--- config.mk ---
export PLATFORM = sky130hd
export DESIGN_NAME = serpent_round_engine
export DESIGN_NICKNAME = d
export VERILOG_FILES = /design/src/rtl/serpent_round_engine.sv
export SDC_FILE = /design/constraint.sdc
export NUM_CORES = 1
export LEC_CHECK = 0
export CORE_AREA = 2 2 251 253
export CTS_CLUSTER_DIAMETER = 30
export DETAILED_ROUTE_END_ITERATION = 10
export DIE_AREA = 0 0 253 255
export GPL_TIMING_DRIVEN = 0
export PLACE_DENSITY_LB_ADDON = 0.12
export RECOVER_POWER = 50
export SLEW_MARGIN = 20
export SYNTH_ARGS = -nofsm -noshare
export SYNTH_HDL_FRONTEND = slang
export SYNTH_SLANG_ARGS = --single-unit
--- constraint.sdc ---
create_clock -name clk -period 3.1 [get_ports clk]
set_input_delay 0.465 -clock clk [delete_from_list [all_inputs] [get_ports clk]]
set_output_delay 0.465 -clock clk [all_outputs]
set_load 0.01 [all_outputs]
--- src/rtl/serpent_round_engine.sv ---
// Iterative Serpent round controller: key mixing into an external 4-bit-lane s_box stage,
// linear transform on its result, 32 rounds at one per clock, then final key whitening.
module serpent_round_engine #(
    parameter int NROUNDS = 32
) (
    input  logic         clk,
    input  logic         n_rst,
    input  logic         start,
    input  logic [127:0] plaintext,
    output logic [5:0]   rk_idx,
    input  logic [127:0] rk,
    output logic [2:0]   sbox_sel,
    output logic [127:0] sbox_in,
    input  logic [127:0] sbox_out,
    output logic         busy,
    output logic         done,
    output logic [127:0] ciphertext
);

    typedef enum logic [1:0] {
        S_IDLE,
        S_ROUND,
        S_FINAL
    } state_t;

    localparam logic [4:0] LAST_ROUND = 5'(NROUNDS - 1);
    localparam logic [5:0] FINAL_KEY  = 6'(NROUNDS);

    state_t         r_state;
    logic [127:0]   r_state_reg;
    logic [4:0]     r_round;
    logic           r_busy;
    logic           r_done;
    logic [127:0]   r_ciphertext;
    logic [127:0]   w_lt;

    function automatic logic [31:0] rotl32(input logic [31:0] v, input int n);
        return (v << n) | (v >> (32 - n));
    endfunction

    function automatic logic [127:0] linearTransform(input logic [127:0] x);
        logic [31:0] w0;
        logic [31:0] w1;
        logic [31:0] w2;
        logic [31:0] w3;
        w0 = x[31:0];
        w1 = x[63:32];
        w2 = x[95:64];
        w3 = x[127:96];
        w0 = rotl32(w0, 13);
        w2 = rotl32(w2, 3);
        w1 = w1 ^ w0 ^ w2;
        w3 = w3 ^ w2 ^ (w0 << 3);
        w1 = rotl32(w1, 1);
        w3 = rotl32(w3, 7);
        w0 = w0 ^ w1 ^ w3;
        w2 = w2 ^ w3 ^ (w1 << 7);
        w0 = rotl32(w0, 5);
        w2 = rotl32(w2, 22);
        return {w3, w2, w1, w0};
    endfunction

    assign w_lt       = linearTransform(sbox_out);
    assign rk_idx     = (r_state == S_FINAL) ? FINAL_KEY : {1'b0, r_round};
    assign sbox_sel   = r_round[2:0];
    assign sbox_in    = r_state_reg ^ rk;
    assign busy       = r_busy;
    assign done       = r_done;
    assign ciphertext = r_ciphertext;

    // The last round skips the linear transform; whitening with K32 happens in FINAL.
    always_ff @(posedge clk or negedge n_rst) begin
        if (!n_rst) begin
            r_state      <= S_IDLE;
            r_state_reg  <= '0;
            r_round      <= '0;
            r_busy       <= 1'b0;
            r_done       <= 1'b0;
            r_ciphertext <= '0;
        end else begin
            case (r_state)
                S_IDLE: begin
                    r_done <= 1'b0;
                    if (start) begin
                        r_state_reg <= plaintext;
                        r_round     <= '0;
                        r_busy      <= 1'b1;
                        r_state     <= S_ROUND;
                    end
                end
                S_ROUND: begin
                    if (r_round == LAST_ROUND) begin
                        r_state_reg <= sbox_out;
                        r_state     <= S_FINAL;
                    end else begin
                        r_state_reg <= w_lt;
                        r_round     <= r_round + 5'd1;
                    end
                end
                S_FINAL: begin
                    r_ciphertext <= r_state_reg ^ rk;
                    r_done       <= 1'b1;
                    r_busy       <= 1'b0;
                    r_round      <= '0;
                    r_state      <= S_IDLE;
                end
                default: begin
                    r_state <= S_IDLE;
                end
            endcase
        end
    end

endmodule

==> reports/results.ini <==
[power_and_ir_drop]
swShare=0.340
p_leak_nw=12.4
p_per_area_nw_per_um2=876
power_frac_comb=0.366
vdd_ir_drop_max_mv=0.406
internal_power_mw=15.7
clock_power_share=0.399
p_switching_mw=8.08
finalPower_mw=23.8
p_seq_frac=0.235

[grt]
track_usage=0.282
grt_max_degree=89
grt_overflow=0
grt_pass1_vias=16800
antenna_found_initial=29
grt_pass1_wl_um=127000

[floorplan]
std_cell_rows=92
io_pins=654
die_h_um=255
core_area_um2=62200
fp.dieW_um=253
start_util=0.262
dieArea_um2=64500

[critical_path]
crit_path_start=r_state[0]
r2r-start=r_round[1]
critPathLaunchType=flop
critical_path_class=flop to primary output
cp-end-kind=primary output
critPathMaxFanout=10
arrival_ns=2.54
worst-endpoint-required_ns=2.63

[place]
dpl.hpwl_um=76000
dp.cells=3125
place_area_um2=23900
gp_congestion=0.865
dp_slack_ns=-0.456
io_buffers=652

[logic_synthesis]
yosysWarnings=0
synth_edf_count=0
ys.flop_type=dfrtp_1
syn_area_um2=16300
syn_inst=1670
synth.distinct_cells=45
synth-seq-cells=265
syn-num-nets=2059
async_flop_share=1.00
avgSynthCellArea_um2=9.75
ys_seq_area_frac=0.407

[layout]
fin_nets=2808
final_cell_mix=545 x clkdlybuf4s50_1, 529 x nand2_1, 264 x dfrtp_1, 131 x xor2_1, 116 x nor2_1
final.fill_count=6039
finalNonFillerCells=3304
final_common_cell=clkdlybuf4s50_1
areaGrowthSynthToFinish_pct=66.9
finish.utilization=0.437
drive_gt1_frac=0.0891
final_cell_area_um2=27200
largest_reg_flops=130

[detailed_routing]
wl_per_cell_um=28.1
drtAntennaViolNets=0
wirelength_um=93000
drc=0
num_vias=16200
dr.pass1.iters=6
vias_per_cell=4.89
drt-initial-drc-count=969

[sta]
max_freq_mhz=333
worstMarginPinSlew_ns=1.45
slew_violations=0
rsz0062_at_grt=no
whs_ns=0.225
fin_ws_ns=0.0971
clock_skew_ns=0.0399
period_share=0.969
hold_viol=0
fin_crit_ns=3.00
finalSetupViolations=0
fin_setup_tns_ns=0
slew_headroom=0.0317

[clocking]
cts_sinks=265
cts_buffers=88
cts_tree=done
clkLatencyLatePin_ns=0.64
cts-root-buf=clkbuf_16
cts_buffer_depth=3
htreeDepth=3
clk_pin_slew_ns=0.04

[worst_hold_path]
hp-class=primary input to async pin

[status]
outcome=complete, no violations

[job]
cap_violations=0

==> repair_timing <==
action,4_1_cts,5_1_grt
endpoints found under the hold margin,88,0
hold buffers,1,0
setup buffers,2,0
endpoints found under the setup margin,48,13
gates resized for setup,15,6
pin swaps,0,0
==> final timing paths <==
path                            slack (ns)  depth (start not counted)         endpoint
worst max-delay path                   0.1                          7        rk_idx[1]
worst min-delay path                  0.22                          2  ciphertext[109]
worst max register to register        0.14                          9  r_state_reg[82]
worst min register to register        0.46                          2  ciphertext[124]
max in group asynchronous             0.56                          5  r_state_reg[15]
min in group clk                      0.38                          4  r_state_reg[84]
==> synth_stat cells (10+ instances only) <==
cell type,number,share of area
a21oi_1,26,0.0080
a221oi_1,20,0.011
a222oi_1,22,0.014
a31oi_1,13,0.0050
buf_2,33,0.010
clkbuf_1,64,0.015
dfrtp_1,265,0.41
inv_1,24,0.0055
nand2_1,531,0.12
nand2b_1,20,0.0077
nor2_1,116,0.027
nor3_1,12,0.0037
o211ai_1,32,0.015
o21ai_0,73,0.022
o22a_1,35,0.019
o31a_1,27,0.015
o32a_1,43,0.026
xnor3_1,98,0.14
xnor3_2,10,0.015
xor2_1,131,0.070
xor3_1,10,0.015
==> worst max-delay path, stage by stage (launching register included) <==
cell	delay (ns)
dfrtp_2	0.41
buf_8	0.19
clkinvlp_4	0.15
nand2_4	0.15
inv_4	0.13
buf_6	0.20
nor2b_1	0.13
clkdlybuf4s50_1	0.55
==> layer usage <==
layer	routed length, µm	up-vias	global-route usage
met5	209	-	0
met4	2300	32	0.0896
met3	7240	144	0.0825
met2	46200	728	0.491
met1	37100	7975	0.336
li1	-	7280	-
==> final cells by class <==
type | instances | area, µm² | area share
tap | 799 | 1000 | 0.0368
timing repair buffer | 659 | 6610 | 0.243
multi-input combinational | 1259 | 8970 | 0.330
sequential | 265 | 6630 | 0.244
antenna | 13 | 32.5 | 0.00120
clock inverter | 38 | 642 | 0.0236
inverter | 27 | 108 | 0.00396
buffer | 119 | 619 | 0.0228
clock buffer | 125 | 2550 | 0.0939
==> power by group through the flow <==
stage | logic [mW] | clock network (mW) | registers (mW)
floorplan | 4.22 | 0 | 5.19
global placement | 8.63 | 0 | 5.65
detailed placement | 8.70 | 0 | 5.67
CTS | 8.82 | 9.62 | 5.62
global route | 9.31 | 9.83 | 5.69
finish | 8.72 | 9.49 | 5.59
==> kinds of logic (layout without fill, tap and decap cells) <==
group,after synthesis,after routing,share of synthesized area
xor+xnor,257,257,0.239
compound gates,296,296,0.137
simple gates,698,698,0.168
fa+ha+maj,2,2,0.00154
flops,265,265,0.407
other cells,0,13,0
mux,6,6,0.00392
buf+inv,146,968,0.0429
Note: power is estimated with default switching activity, not from simulation.
